===== src/rtl/demux4bit1to2_capture.sv =====
// Receiving end of a 2-to-1 multiplexed bus: steers strobed words into X or Y
// and tracks X/Y pair completion for a downstream consumer.
module demux4bit1to2_capture #(
   parameter int WIDTH = 4
) (
   input  logic             Clock,
   input  logic             Reset,
   input  logic [WIDTH-1:0] M,
   input  logic             s,
   input  logic             strobe,
   input  logic             auto,
   input  logic             ack,
   output logic [WIDTH-1:0] X,
   output logic [WIDTH-1:0] Y,
   output logic             pair_valid,
   output logic [1:0]       state,
   output logic             sel_next,
   output logic             overrun
);

   // Handshake: a word is accepted on every cycle strobe is high (no back-pressure);
   // a pair is offered while pair_valid is high and is retired in the cycle ack is high.

   // Encoding doubles as the held flags: bit0 = X held, bit1 = Y held.
   typedef enum logic [1:0] {
      EMPTY  = 2'b00,
      HAVE_X = 2'b01,
      HAVE_Y = 2'b10,
      FULL   = 2'b11
   } pair_state_t;

   pair_state_t cur_state;
   pair_state_t nxt_state;
   logic        toggle;
   logic        dest;
   logic        set_overrun;
   logic [1:0]  after_ack;
   logic [1:0]  dest_mask;

   assign dest     = auto ? toggle : s;
   assign sel_next = dest;

   always_ff @(posedge Clock) begin
      if (Reset) begin
         cur_state <= EMPTY;
         X         <= '0;
         Y         <= '0;
         overrun   <= 1'b0;
         toggle    <= 1'b0;
      end else begin
         cur_state <= nxt_state;
         if (set_overrun) overrun <= 1'b1;
         if (strobe && !dest) X <= M;
         if (strobe && dest)  Y <= M;
         if (!auto)
            toggle <= 1'b0;
         else if (strobe)
            toggle <= ~toggle;
      end
   end

   // An ack in FULL is applied before a same-cycle strobe, so the strobe lands in EMPTY.
   always_comb begin
      nxt_state   = cur_state;
      set_overrun = 1'b0;
      after_ack   = cur_state;
      dest_mask   = dest ? 2'b10 : 2'b01;
      if (cur_state == FULL && ack)
         after_ack = EMPTY;
      if (strobe) begin
         set_overrun = |(after_ack & dest_mask);
         nxt_state   = pair_state_t'(after_ack | dest_mask);
      end else begin
         nxt_state   = pair_state_t'(after_ack);
      end
   end

   assign state      = cur_state;
   assign pair_valid = (cur_state == FULL);

endmodule


===== config.mk =====
export PLATFORM = sky130hd
export DESIGN_NAME = demux4bit1to2_capture
export DESIGN_NICKNAME = d
export VERILOG_FILES = /design/src/rtl/demux4bit1to2_capture.sv
export SDC_FILE = /design/constraint.sdc
export NUM_CORES = 1
export LEC_CHECK = 0
export BUFFER_PORTS_ARGS = -buffer_cell sky130_fd_sc_hd__buf_2
export CAP_MARGIN = 10
export CORE_AREA = 2 2 39 41
export CTS_CLUSTER_DIAMETER = 120
export CTS_CLUSTER_SIZE = 8
export DETAILED_ROUTE_END_ITERATION = 8
export DIE_AREA = 0 0 41 43
export PLACE_DENSITY = 0.74
export SYNTH_ARGS = -nofsm -noshare
export SYNTH_HDL_FRONTEND = slang
export SYNTH_SLANG_ARGS = --single-unit
export TNS_END_PERCENT = 5

===== constraint.sdc =====
create_clock -name Clock -period 1.7 [get_ports Clock]
set_clock_uncertainty 0.2 [all_clocks]
set_input_delay 0.17 -clock Clock [delete_from_list [all_inputs] [get_ports Clock]]
set_output_delay 0.17 -clock Clock [all_outputs]
set_load 0.03 [all_outputs]

Word level (Yosys, flattened, before mapping)
Index checks and enable logic that the tools add are counted.
{ "classes": {"multipliers": 0, "magnitude_cmp": 0, "shift": 0, "reduce_logical": 6, "eq_ne": 1, "n_mux": 5, "bitwise_logic": 4, "n_addsub": 0, "div": 0} }
{ "ops": {"columns": ["op", "n"], "rows": [
  ["2-to-1 mux 2 bit", 3],
  ["OR reduction 2 bit", 2],
  ["logical AND 1 bit", 3],
  ["bitwise AND 2 bit", 1],
  ["== test 2 bit (second input constant)", 1],
  ["2-to-1 mux 1 bit", 2],
  ["inverter 1 bit", 2],
  ["OR 2 bit", 1],
  ["zero test 1 bit", 1]
]} }
{ "totals": {"elab_cells": 21, "mem_count": 0, "latchBits": 0, "mem_bits_rw": 0, "register_bits": 12, "romBits": 0, "input_bits": 10} }

Logic depth before layout (Yosys ltp)
{ "logic_depth": {"word_depth": 6, "depth_mapped": 5, "depth_no_buf": 4} }

Worst setup path before layout
No wires, ideal clock.
{ "synth_path": {"kind": "reg2reg", "from": "register toggle", "to": "register cur_state[1], in the netlist state[1]", "t_required_ps": 1372, "slack_ps": 377, "period_less_slack_ps": 1323, "arrival_time_ps": 995, "stages_incl_launch_ff": 6, "path_cell_list": "dfxtp_1 -> mux2i_4 -> inv_4 -> buf_6 -> a22oi_2 -> nor2_1"} }
{ "synth_via": {"elab_chain_cells": 4} }
{ "synth_lines": {"columns": ["element", "line", "source"], "rows": [
  ["from (decl)", "34", "logic toggle;"],
  ["from (signal assigned)", "58", "toggle <= ~toggle;"],
  ["2-to-1 mux 1 bit", "40", "assign dest = auto ? toggle : s;"],
  ["via sel_next", "17", "output logic sel_next,"],
  ["2-to-1 mux 2 bit", "67", "dest_mask = dest ? 2'b10 : 2'b01;"],
  ["OR 2 bit", "72", "nxt_state = pair_state_t'(after_ack | dest_mask);"],
  ["2-to-1 mux 2 bit", "70", "if (strobe) begin"],
  ["to (signal assigned)", "51", "cur_state <= nxt_state;"],
  ["to (decl)", "32", "pair_state_t cur_state;"]
]} }
The timed path passes the listed nets, and every way through them passes these cells.
A chain may end at the register's enable or synchronous reset.

Worst setup path after layout
{ "layout_path": {"from": "register toggle", "to": "output port sel_next"} }
{ "layout_via": {"elab_chain_cells": 1} }
{ "layout_lines": {"columns": ["element", "line"], "rows": [
  ["2-to-1 mux 1 bit", "40"],
  ["to (decl)", "17"]
]} }
Every way passes these cells.

==> results.txt <==
outcome - finished, final reports clean
Final Critical Period - 1.47 ns
net switching power - 191 uW
first-pass iteration count of the detailed router - 4
share of layout cells above drive strength 1 - 0.369
Slew Viols, Final - 0
Worst Path Buf+Inv - 2
max-cap violation count - 0
routed len/inst - 11.7 um
part of the cycle the worst path needs - 0.866
Post-synth top cells - dfxtp_1, a21oi_1, nand3_1
simple-gate share of the synthesized area - 0.160
Tot GR Track Use - 0.157
clock tree buffer depth - 2
Synth warnings - 0
Antenna Violating Nets Remaining - 0
Port Buf Inserts - 22
Fillers - 138
via count - 522
Area growth, synth to finish - 40.0%
Worst Min Path Start - ack
reg2reg start - toggle$_SDFFE_PP0P_
Synth Net Count - 65
Leak - 0.323 nW
Gate Count Post-Synth - 55
DP HPWL - 835 um
Setup Crit Path Kind - register to output pin
TritonCTS clock tree - built
asr flop ratio synth - 0
Worst Setup End Kind - output pin
Post-synth EDFFs - 0
post-synthesis mux area share - 0.0639
Detailed Route Iter0 Violations - 10
Critical Path, Cell by Cell - mux2i_4 -> inv_4 -> buf_2
Clock transition at path regs - 0.07 ns
largest net degree at the start of global routing - 14
synthesized area per cell - 9.26 um^2
hold depth - 4
vias in the first global route - 479
row count - 14
area leader, netlist - dfxtp_1
largest family of logic cells by synthesized area - compound AO/OA/AOI/OAI gates
worst-path cell with the longest stage delay - dfxtp_1
Clock Power Share - 0.338
number of register bits inferred by synthesis - 12
Synth area leaders - dfxtp_1, a21oi_1, nand3_1
reg2reg setup slack - 0.47 ns
Max-slew headroom - 0.828
adder-cell share of the synthesized area - 0
Setup crit start kind - register
H-tree Lvls - 1
core area - 1380 um^2
share of the synthesized area in the top cell type - 0.472
Multi-input gate area - 239 um^2
PwrDens - 938 nW/um^2
post-synthesis compound-gate area fraction - 0.229
Final Util - 0.515
Post-Synth XOR/XNOR Area - 0.0172
r2r endpoint - overrun$_SDFFE_PP0P_
Logic pwr share - 0.201
Skew-Pair Late Insertion Delay - 0.27 ns
Setup TNS - 0 ns
Total Nets Final - 95
DIE AREA - 1760 um^2
die width - 41 um
ANT cells - 0
Worst Hold Class - input port to register
R2R depth - 4
Req. time, crit path - 1.33 ns
Root Buffer - clkbuf_4
FMAX - 679 MHz
sw frac - 0.285
drt drc - 0
IO Pins - 23
CP max FO - 11
Max VDD drop - 0.000377 V
antenna violations before repair - 0
post-DR vias/cell - 5.22
Int Power - 478 uW
Setup-failing EPs final - 0
RSZ-0062 raised after global routing - no
Worst Tran Pin Value - 0.257 ns
die height - 43 um
Crit. path cell count - 3
most numerous cell in the Yosys netlist - dfxtp_1
number of library cell types mapped by synthesis - 22
Hold Path End - state[1]$_SDFF_PP0_
FF+latch area - 240 um^2
Final Hold Viols - 0
CTS Hold Bufs - 5
CTS resizes - 0
Setup Buffers After CTS - 0
total gr overflow - 0
Synth Cell Area - 509 um^2
Synth Flop Type - dfxtp_1
final WL - 1170 um
Critical Path AT - 1.10 ns
Initial Util - 0.368
slowest stage delay, CP - 0.39 ns
sequential-to-total area share from yosys stat - 0.472
sequential share of power - 0.461
first-pass GRT wire length - 1830 um
TritonCTS Buffers - 3
Top Family by Delay on Critical Path - flip-flops
gpl congestion - 0.718
Sink Count - 12
-- cell families (layout without fill, tap and decap cells) --
| kind of cell | Yosys count | count (layout) |
|---|---|---|
| AO/OA/AOI/OAI | 19 | 19 |
| AND/OR/NAND/NOR | 16 | 16 |
| multiplexers | 2 | 2 |
| XOR/XNOR | 1 | 1 |
| buffers and inverters | 5 | 34 |
| flip-flops | 12 | 12 |
-- metal layers --
metal  part of all wire  vias to the layer above  GRT usage
met5                  0                        -          0
met4              0.025                        0      0.107
met3              0.058                        4     0.0681
met2               0.50                       21      0.238
met1               0.41                      242      0.167
li1                   -                      255          -
-- worst max-delay path by stage --
| stage | from | end | slack, ns |
|---|---|---|---|
| finish | toggle$_SDFFE_PP0P_ | sel_next | 0.23 |
| global route | toggle$_SDFFE_PP0P_ | sel_next | 0.17 |
| CTS | toggle$_SDFFE_PP0P_ | sel_next | 0.22 |
| detailed placement | auto | overrun$_SDFFE_PP0P_ | 0.44 |
| global placement | auto | overrun$_SDFFE_PP0P_ | 0.47 |
| floorplan | toggle$_SDFFE_PP0P_ | state[1]$_SDFF_PP0_ | 0.38 |
-- tightest hold or removal path, cell delays in order --
cell and delay (ns):
buf_2 0.11, nand2_1 0.06, a22oi_2 0.04, nor2_1 0.08
-- power by group through the flow --
stage	clock network (mW)	logic [mW]	registers, mW
2_1_floorplan	0	0.0579	0.343
3_3_place_gp	0	0.124	0.314
3_5_place_dp	0	0.126	0.315
4_1_cts	0.231	0.135	0.308
5_1_grt	0.246	0.146	0.310
6_report	0.226	0.135	0.308
-- state kept, by name, indices dropped and copies added (netlist names) --
| signal | flops |
|---|---|
| Y | 4 |
| X | 4 |
| state | 2 |
| overrun | 1 |
| toggle | 1 |
-- final cells by class --
class,count,share of cell area
clock buffers,4,0.0509
inverters,2,0.0140
multi-input cells,38,0.335
flip-flops and latches,12,0.337
well taps,16,0.0281
repair buffers,28,0.235
-- per-stage QoR --
step	std cells	area, um^2	setup WS, ns	hold WS [ns]	total power, mW
after floorplan	55	509	0.377	0.0460	0.401
after global placement	91	627	0.469	0.240	0.437
after detailed placement	91	627	0.437	0.243	0.441
after CTS	100	713	0.223	0.0239	0.674
after global routing	100	713	0.170	0.0372	0.702
final	100	713	0.227	0.0216	0.669
-- placed cells by master, fill, tap and decap left out --
cell	count
xnor2_1	1
nand2b_1	1
mux2i_1	1
nand2_1	2
o41ai_2	1
o21ai_1	4
a22oi_2	1
nor3b_1	1
a22oi_1	1
dlygate4sd3_1	5
o21ai_0	4
dfxtp_1	12
buf_4	1
mux2i_4	1
inv_4	1
and3_1	1
nor2_1	2
clkbuf_8	1
a21oi_1	8
buf_2	22
and2_1	1
inv_1	1
clkbuf_4	3
nand3_1	8
Note: power is estimated with default switching activity, not from simulation.
